**config.mk**
```make
export PLATFORM = sky130hd
export DESIGN_NAME = scan_harness
export DESIGN_NICKNAME = d
export VERILOG_FILES = /design/src/rtl/scan_harness.sv
export SDC_FILE = /design/constraint.sdc
export NUM_CORES = 1
export LEC_CHECK = 0
export BUFFER_PORTS_ARGS = -buffer_cell sky130_fd_sc_hd__buf_4
export CAP_MARGIN = 25
export CORE_MARGIN = 3
export CORE_UTILIZATION = 60
export DETAILED_ROUTE_END_ITERATION = 6
export PLACE_DENSITY_LB_ADDON = 0.3
export SLEW_MARGIN = 20
export SYNTH_ARGS = -nofsm -noshare
export SYNTH_HDL_FRONTEND = slang
export SYNTH_SLANG_ARGS = --single-unit
```
**constraint.sdc**
```tcl
create_clock -name clk -period 2.9 [get_ports clk]
set_input_delay 0.29 -clock clk [delete_from_list [all_inputs] [get_ports clk]]
set_output_delay 0.29 -clock clk [all_outputs]
set_load 0.03 [all_outputs]
```
**src/rtl/scan_harness.sv**
```systemverilog
// scan_harness
//
// Serial scan harness for bitstream-fuzzing minitests.
// - Deserialises a DIN_N-bit vector from a one-bit input stream.
// - Applies the vector to the region-of-interest (ROI) in a single update.
// - Waits CAP_DLY cycles for the ROI to settle.
// - Captures the DOUT_N-bit ROI response and serialises it out, MSB first.
//
// Optional feature macro: SCAN_HARNESS_PARITY_EN
//   When defined, one extra beat follows the captured vector on the serial
//   output. That beat is the even parity (XOR reduction) of the captured dout.
//
// Parameters
//   DIN_N    width of the vector driven to the ROI (>= 1)
//   DOUT_N   width of the vector captured from the ROI (>= 1)
//   CAP_DLY  cycles from ROI input update to capture (>= 1)
//
// Ports
//   clk     single clock; all state changes on its rising edge
//   rst     synchronous, active-high reset; abandons any frame in progress
//   di      serial input bit
//   di_vld  di is valid this cycle
//   di_rdy  harness accepts di; a bit is taken when di_vld && di_rdy
//   stb     early apply: a frame in LOAD ends now, using the bits received
//   do_bit  serial output bit, MSB of the captured vector first
//           (called "do" at system level; "do" is a reserved word in
//           SystemVerilog, so the port carries this name)
//   do_vld  do_bit is valid
//   do_rdy  downstream accepts do_bit; a beat completes when do_vld && do_rdy
//   din     registered vector driven to the ROI
//   dout    ROI response
//
// Every output comes straight from a register. No output has a
// combinational path from di_vld or do_rdy.
module scan_harness #(
    parameter int DIN_N   = 160,
    parameter int DOUT_N  = 160,
    parameter int CAP_DLY = 2
) (
    input  logic              clk,
    input  logic              rst,
    input  logic              di,
    input  logic              di_vld,
    output logic              di_rdy,
    input  logic              stb,
    output logic              do_bit,
    output logic              do_vld,
    input  logic              do_rdy,
    output logic [DIN_N-1:0]  din,
    input  logic [DOUT_N-1:0] dout
);

`ifdef SCAN_HARNESS_PARITY_EN
    localparam int PAR_N = 1;
`else
    localparam int PAR_N = 0;
`endif

    // The output shifter holds the captured vector, followed by the parity
    // bit when that feature is enabled. The shifter is unloaded MSB first.
    localparam int SHR_W  = DOUT_N + PAR_N;
    localparam int IN_W   = $clog2(DIN_N + 1);
    localparam int OUT_W  = $clog2(SHR_W + 1);
    localparam int WAIT_W = $clog2(CAP_DLY + 1);

    typedef enum logic [2:0] {
        S_LOAD,
        S_APPLY,
        S_WAIT,
        S_CAPTURE,
        S_UNLOAD
    } state_t;

    state_t              state_reg;
    logic [DIN_N-1:0]    din_shr_reg;
    logic [DIN_N-1:0]    din_reg;
    logic [SHR_W-1:0]    dout_shr_reg;
    logic [IN_W-1:0]     in_cnt_reg;
    logic [OUT_W-1:0]    out_cnt_reg;
    logic [WAIT_W-1:0]   wait_cnt_reg;
    logic                di_rdy_reg;
    logic                do_vld_reg;

    // Shifting {din_shr, di} and keeping the low DIN_N bits gives a
    // left shift with di entering at the LSB. This form stays legal
    // when DIN_N == 1.
    logic [DIN_N:0]      din_shift_next;
    logic [SHR_W-1:0]    cap_word_next;
    logic                accept;
    logic                beat;

    assign din_shift_next = {din_shr_reg, di};
    assign accept         = di_vld && di_rdy_reg;
    assign beat           = do_vld_reg && do_rdy;

`ifdef SCAN_HARNESS_PARITY_EN
    assign cap_word_next = {dout, ^dout};
`else
    assign cap_word_next = dout;
`endif

    always_ff @(posedge clk) begin
        if (rst) begin
            state_reg    <= S_LOAD;
            din_shr_reg  <= '0;
            din_reg      <= '0;
            dout_shr_reg <= '0;
            in_cnt_reg   <= '0;
            out_cnt_reg  <= '0;
            wait_cnt_reg <= '0;
            di_rdy_reg   <= 1'b1;
            do_vld_reg   <= 1'b0;
        end else begin
            case (state_reg)
                S_LOAD: begin
                    // An accepted bit is shifted in first. This also holds on
                    // the cycle where stb ends the frame early.
                    if (accept) begin
                        din_shr_reg <= din_shift_next[DIN_N-1:0];
                        in_cnt_reg  <= in_cnt_reg + IN_W'(1);
                    end
                    if (stb || (accept && in_cnt_reg == IN_W'(DIN_N - 1))) begin
                        state_reg  <= S_APPLY;
                        di_rdy_reg <= 1'b0;
                    end
                end

                S_APPLY: begin
                    // din_shr is not cleared here. A later short frame
                    // reuses the residual high bits.
                    din_reg      <= din_shr_reg;
                    in_cnt_reg   <= '0;
                    wait_cnt_reg <= '0;
                    state_reg    <= (CAP_DLY == 1) ? S_CAPTURE : S_WAIT;
                end

                S_WAIT: begin
                    // This state lasts CAP_DLY-1 cycles. It is only entered
                    // when CAP_DLY >= 2.
                    if (wait_cnt_reg == WAIT_W'(CAP_DLY - 2)) begin
                        state_reg <= S_CAPTURE;
                    end else begin
                        wait_cnt_reg <= wait_cnt_reg + WAIT_W'(1);
                    end
                end

                S_CAPTURE: begin
                    dout_shr_reg <= cap_word_next;
                    out_cnt_reg  <= '0;
                    do_vld_reg   <= 1'b1;
                    state_reg    <= S_UNLOAD;
                end

                S_UNLOAD: begin
                    // The zero fill leaves the shifter at zero after the last
                    // beat. As a result, do_bit idles low outside UNLOAD.
                    if (beat) begin
                        dout_shr_reg <= dout_shr_reg << 1;
                        out_cnt_reg  <= out_cnt_reg + OUT_W'(1);
                        if (out_cnt_reg == OUT_W'(SHR_W - 1)) begin
                            state_reg  <= S_LOAD;
                            do_vld_reg <= 1'b0;
                            di_rdy_reg <= 1'b1;
                        end
                    end
                end

                default: begin
                    state_reg  <= S_LOAD;
                    di_rdy_reg <= 1'b1;
                    do_vld_reg <= 1'b0;
                end
            endcase
        end
    end

    assign di_rdy = di_rdy_reg;
    assign do_vld = do_vld_reg;
    assign do_bit = dout_shr_reg[SHR_W-1];
    assign din    = din_reg;

endmodule

```
# Word level (Yosys, flattened, before mapping)
# Cells that the tools add are included.
[totals]
register_bits = 503
in_bits = 166
output_inout_bits = 163
elab_cells = 64
[op_classes]
add_sub_neg = 3
n_eq_ne = 12
mux = 20
bitwise = 2
n_reduce_logical = 18
[op_table]
columns = ["op", "n"]
rows = [
  ["$pmux W160 S2", 1],
  ["$mux W160", 1],
  ["$pmux W8 S2", 2],
  ["$add A8 B1 Y8 const B", 2],
  ["$eq A8 B8 Y1 const B", 2],
  ["$mux W8", 2],
  ["$pmux W3 S5", 1],
  ["$mux W3", 4],
  ["$ne A2 B2 Y1 const B", 6],
  ["$reduce_and A2 Y1", 4],
  ["$reduce_and A4 Y1", 2],
  ["$eq A3 B2 Y1 const B", 2],
  ["$pmux W1 S3", 2],
  ["$reduce_bool A2 Y1", 3],
  ["$reduce_or A3 Y1", 2],
  ["$mux W1", 5],
  ["$pmux W2 S2", 1],
  ["$eq A3 B1 Y1 const B", 1],
  ["$eq A3 B3 Y1 const B", 1],
  ["$logic_and A1 B1 Y1", 3],
  ["$logic_not A3 Y1", 1],
  ["$reduce_and A3 Y1", 1],
  ["$add A2 B1 Y2 const B", 1],
  ["$logic_not A2 Y1", 1],
  ["3 further kinds", 4],
]

# Depth between registers and ports, before layout
[logic_depth]
word_depth = 5
depth_mapped = 8

# Worst setup path before layout
# Ideal clock, no wire load.
[synth_timing]
path_kind = "register -> register"
start = "reg di_rdy_reg, in the netlist di_rdy"
end = "reg din_shr_reg[10]"
setup_ns = 0.132
arrival_ns = 1.694
t_required_ns = 2.768
setup_slack_ns = 1.074
path_stages_with_launch = 9
path_buffers = 4
cell_sequence = "dfxtp_1 -> nand4bb_1 -> clkbuf_1 -> or2_2 -> buf_2 -> buf_2 -> buf_2 -> nand2_1 -> a21oi_1"
[synth_between]
elab_chain_cells = 2
[synth_rtl]
columns = ["item", "line_no", "rtl"]
rows = [
  ["start: declaration", "81", "logic di_rdy_reg;"],
  ["start signal: assignment", "111", "di_rdy_reg <= 1'b1;"],
  ["start signal: assignment", "124", "di_rdy_reg <= 1'b0;"],
  ["start signal: assignment", "163", "di_rdy_reg <= 1'b1;"],
  ["$logic_and A1 B1 Y1", "93", "assign accept = di_vld && di_rdy_reg;"],
  ["$reduce_and A2 Y1 (no source line)", "n/a", ""],
  ["end signal: assignment", "119", "din_shr_reg <= din_shift_next[DIN_N-1:0];"],
  ["end: declaration", "75", "logic [DIN_N-1:0] din_shr_reg;"],
]
# Every way passes these cells.
# A chain may end at the register's enable or synchronous reset.

# Final worst setup path
[layout_timing]
start = "reg state_reg[0]"
end = "reg dout_shr_reg[61]"
[layout_between]
elab_chain_cells = 3
[layout_rtl]
columns = ["item", "line_no", "rtl"]
rows = [
  ["start: declaration", "74", "state_t state_reg;"],
  ["start signal: assignment", "134", "state_reg <= (CAP_DLY == 1) ? S_CAPTURE : S_WAIT;"],
  ["$eq A3 B3 Y1 or $eq A3 B2 Y1 (tied branches)", "114", "case (state_reg)"],
  ["$ne A2 B2 Y1 (no source line) or $reduce_bool A2 Y1 (tied branches)", "n/a", ""],
  ["$reduce_and A2 Y1 (no source line)", "n/a", ""],
  ["end signal: assignment", "148", "dout_shr_reg <= cap_word_next;"],
  ["end signal: assignment", "158", "dout_shr_reg <= dout_shr_reg << 1;"],
  ["end: declaration", "77", "logic [SHR_W-1:0] dout_shr_reg;"],
]
# Parallel ways exist; a longest one is shown, timed or not.

==> results.txt <==
----------------------------------------------------
[Outcome]
  Result of the run ... finished clean

[Drt]
  1st-pass router iterations ... 5
  Vias per cell ... 5.520
  Antenna Violating Nets Remaining ... 0
  Post-detailed-route wirelength per cell ... 14.54 µm
  Final routed wirelength across all metal layers ... 44,690 µm
  # DRC ... 0
  Number of DRC markers in iteration 0 ... 1,468
  Total via count in the routed design ... 16.96k

[Global routing]
  Maximum number of pins on one net before global-route repair ... 162
  First-pass GRT wire length ... 72,550 µm
  Via count of the first global-routing pass ... 15.60k
  Initial antenna violation count ... 0
  Total global routing overflow ... 0
  Total routing resource utilization after global routing ... 25.05%

[Timing]
  Max frequency ... 0.4010 GHz
  Number of setup violations in the final report ... 0
  Setup TNS ... 0 ps
  RSZ-0062 raised after global routing ... no
  Fin crit share ... 85.99%
  Clock skew after layout ... 11.53 ps
  Transition time at the pin with the least slew margin ... 978.0 ps
  Headroom to the max-slew limit ... 34.62%
  Final Max Tran Viols ... 0
  Shortest period the worst path allows ... 2494 ps
  Hold Worst Slack ... 16.98 ps
  Hold Fails Final Rpt ... 0

[Critical path]
  Critical-path cell list ... or3b_4, o21bai_4, buf_4, nor2_1, a311oi_1
  R2r setup slk ... 410 ps
  Maximum fanout along the worst path ... 41
  Max stage delay on crit path ... 790 ps
  Critical path startpoint category ... register
  End of the worst register-to-register path ... dout_shr_reg[61]
  Crit path kind ... register to register
  Data required time at the worst endpoint ... 3340 ps
  Critical path's slowest cell ... sky130_fd_sc_hd__o21bai_4
  Worst reg-to-reg path cell count ... 5
  Arrival time of the worst setup path ... 2930 ps
  Launching point of the worst reg2reg path ... state_reg[0]
  Critical path capture point type ... register

[Yosys]
  Count leader, synth ... sky130_fd_sc_hd__nand2_1
  Largest cells by area after synthesis ... sky130_fd_sc_hd__dfxtp_1 (53%), sky130_fd_sc_hd__nand2_1 (19%), sky130_fd_sc_hd__a21oi_1 (8.8%)
  Top cells by count, synth ... sky130_fd_sc_hd__nand2_1 (968), sky130_fd_sc_hd__dfxtp_1 (503), sky130_fd_sc_hd__a21oi_1 (331)
  Fraction of synthesized cell area taken by the top area cell type ... 53.46%
  Part of the Yosys area used for sequential elements ... 53.46%
  Most common flop cell mapped by yosys ... sky130_fd_sc_hd__dfxtp_1
  Synth async-reset ratio ... 0%
  Syn avg cell area ... 7.799 µm²
  Count of different cell masters after synthesis ... 40
  Syn Inst Count ... 2,415
  Synthesis warning total ... 0
  Number of flops mapped to enable cells by yosys ... 0
  Post-synthesis sequential element count ... 503
  Leading area contributor after synthesis ... sky130_fd_sc_hd__dfxtp_1
  Post-Synthesis Net Count ... 2,584
  Cell Area, Synth ... 18,840 µm²

[Floorplan]
  Core region area ... 30,750 µm²
  Effective utilization at floorplan ... 61.25%
  Number of top-level pins ... 329
  DIE AREA ... 33,550 µm²
  Number of core rows ... 64
  Height of the chip ... 183.2 µm
  Horiz. Die Dim ... 183.2 µm

[Clock tree]
  Number of H-tree branching levels ... 2
  Clock latency on the worst-skew pair ... 550 ps
  Number of hold buffers added after cts ... 23
  Maximum root-to-sink buffer count ... 3
  Postcts setup bufs ... 0
  TritonCTS clock tree ... done
  Clock-pin slew on the worst setup and hold paths ... 60 ps
  Number of clock sinks ... 503
  Buffer cell driving the clock tree root ... sky130_fd_sc_hd__clkbuf_16
  Clock buffers created by TritonCTS ... 49
  Number of resized instances in the post-cts repair step ... 0

[Power]
  Leakage power ... 8.439 nW
  Total Power ... 15.14 mW
  Ratio of total power to cell area ... 652.8 nW/µm²
  Largest vdd supply drop ... 0.5091 mV

[Finish]
  Non-filler cells, final ... 3,073
  Final cell utilization of the core ... 75.42%
  Number of antenna diodes ... 0
  Layout net count ... 2,808
  Proportion of layout cells with a drive suffix above 1 ... 16.36%
  Area Overhead vs Synth ... 23.13%

[Worst hold path]
  Hold Path Stages ... 3
  Tightest Hold Check Type ... input port to register
  Hold_sp ... dout[103]
  Hold EP ... dout_shr_reg[103]

[Place]
  Buffers on Ports ... 328
  Placer Congestion ... 0.7990
  DP Cell Count ... 2,961
  Half-perimeter wire length after detailed placement ... 27,280 µm

[Flow run]
  Max-capacitance violation count ... 0

----------------------------------------------------
-- cells in the final DEF (no fill, tap or decap), types with 2 or more instances in the layout --
cell,instances
sky130_fd_sc_hd__xnor2_1,8
sky130_fd_sc_hd__nor3_1,4
sky130_fd_sc_hd__a311oi_1,159
sky130_fd_sc_hd__or4_1,4
sky130_fd_sc_hd__ha_1,3
sky130_fd_sc_hd__clkinv_2,9
sky130_fd_sc_hd__nand4_1,3
sky130_fd_sc_hd__clkbuf_16,50
sky130_fd_sc_hd__a22oi_1,3
sky130_fd_sc_hd__nand2_1,968
sky130_fd_sc_hd__or3b_4,2
sky130_fd_sc_hd__nor4_1,7
sky130_fd_sc_hd__a21oi_1,331
sky130_fd_sc_hd__clkbuf_1,15
sky130_fd_sc_hd__dfxtp_1,503
sky130_fd_sc_hd__inv_1,5
sky130_fd_sc_hd__buf_4,338
sky130_fd_sc_hd__a31oi_1,2
sky130_fd_sc_hd__o31a_1,2
sky130_fd_sc_hd__nor2_1,175
sky130_fd_sc_hd__nand3_1,5
sky130_fd_sc_hd__or2_2,2
sky130_fd_sc_hd__clkbuf_8,8
sky130_fd_sc_hd__o21ai_0,2
sky130_fd_sc_hd__or3_1,2
sky130_fd_sc_hd__o31ai_1,4
sky130_fd_sc_hd__buf_12,15
sky130_fd_sc_hd__bufinv_16,4
sky130_fd_sc_hd__dlygate4sd3_1,23
-- worst max-delay path: cells and delay by family (launching register included) --
kind / cells / cell delay, ps
AO/OA/AOI/OAI: 2 / 1100
AND/OR/NAND/NOR: 2 / 540
buffers and inverters: 1 / 420
flip-flops: 1 / 310
-- worst max-delay path by stage --
stage,startpoint,end,slack (ps),depth (start not counted)
after floorplan,di_rdy,din_shr_reg[10],1070,8
after global placement,state_reg[0],dout_shr_reg[35],560,5
after detailed placement,state_reg[2],dout_shr_reg[62],500,5
after CTS,state_reg[2],dout_shr_reg[61],400,5
after global routing,state_reg[2],dout_shr_reg[44],260,5
final,state_reg[0],dout_shr_reg[61],410,5
-- metal layers --
layer,wire length [µm],global-route usage [%],vias to the layer above
li1,-,-,8466
met1,18820,32.87,7813
met2,21360,41.78,580
met3,3250,5.038,104
met4,1263,8.257,0
met5,0,0,-
-- through the flow --
step	cell area, µm²	setup slack [ps]
after floorplan	18840	1074
after global placement	21330	560.4
after detailed placement	21330	499.5
after CTS	23190	403.4
after global routing	23190	256.7
final	23190	406.3
-- power breakdown --
part           internal, mW  switching [mW]
clock network          3.75            2.60
logic                 0.513            1.06
registers              7.11           0.109
-- cell type report --
cell class	count	area, µm²
tap	396	495.5
sequential	503	10070
clock inverter	16	210.2
clock buffer	73	1418
timing repair buffer	377	3083
multi-input combinational	1703	7898
fill	2171	7557
inverter	5	18.77
-- logic make-up (layout without fill, tap and decap cells) --
logic type	after synthesis	after routing	synth area share, %
XOR/XNOR	8	8	0.3720
AO/OA/AOI/OAI	509	509	16.98
flip-flops	503	503	53.46
adder cells (fa/ha/maj)	3	3	0.1993
AND/OR/NAND/NOR	1183	1183	24.21
buffers and inverters	209	471	4.776
(Power assumes the default switching activity.)
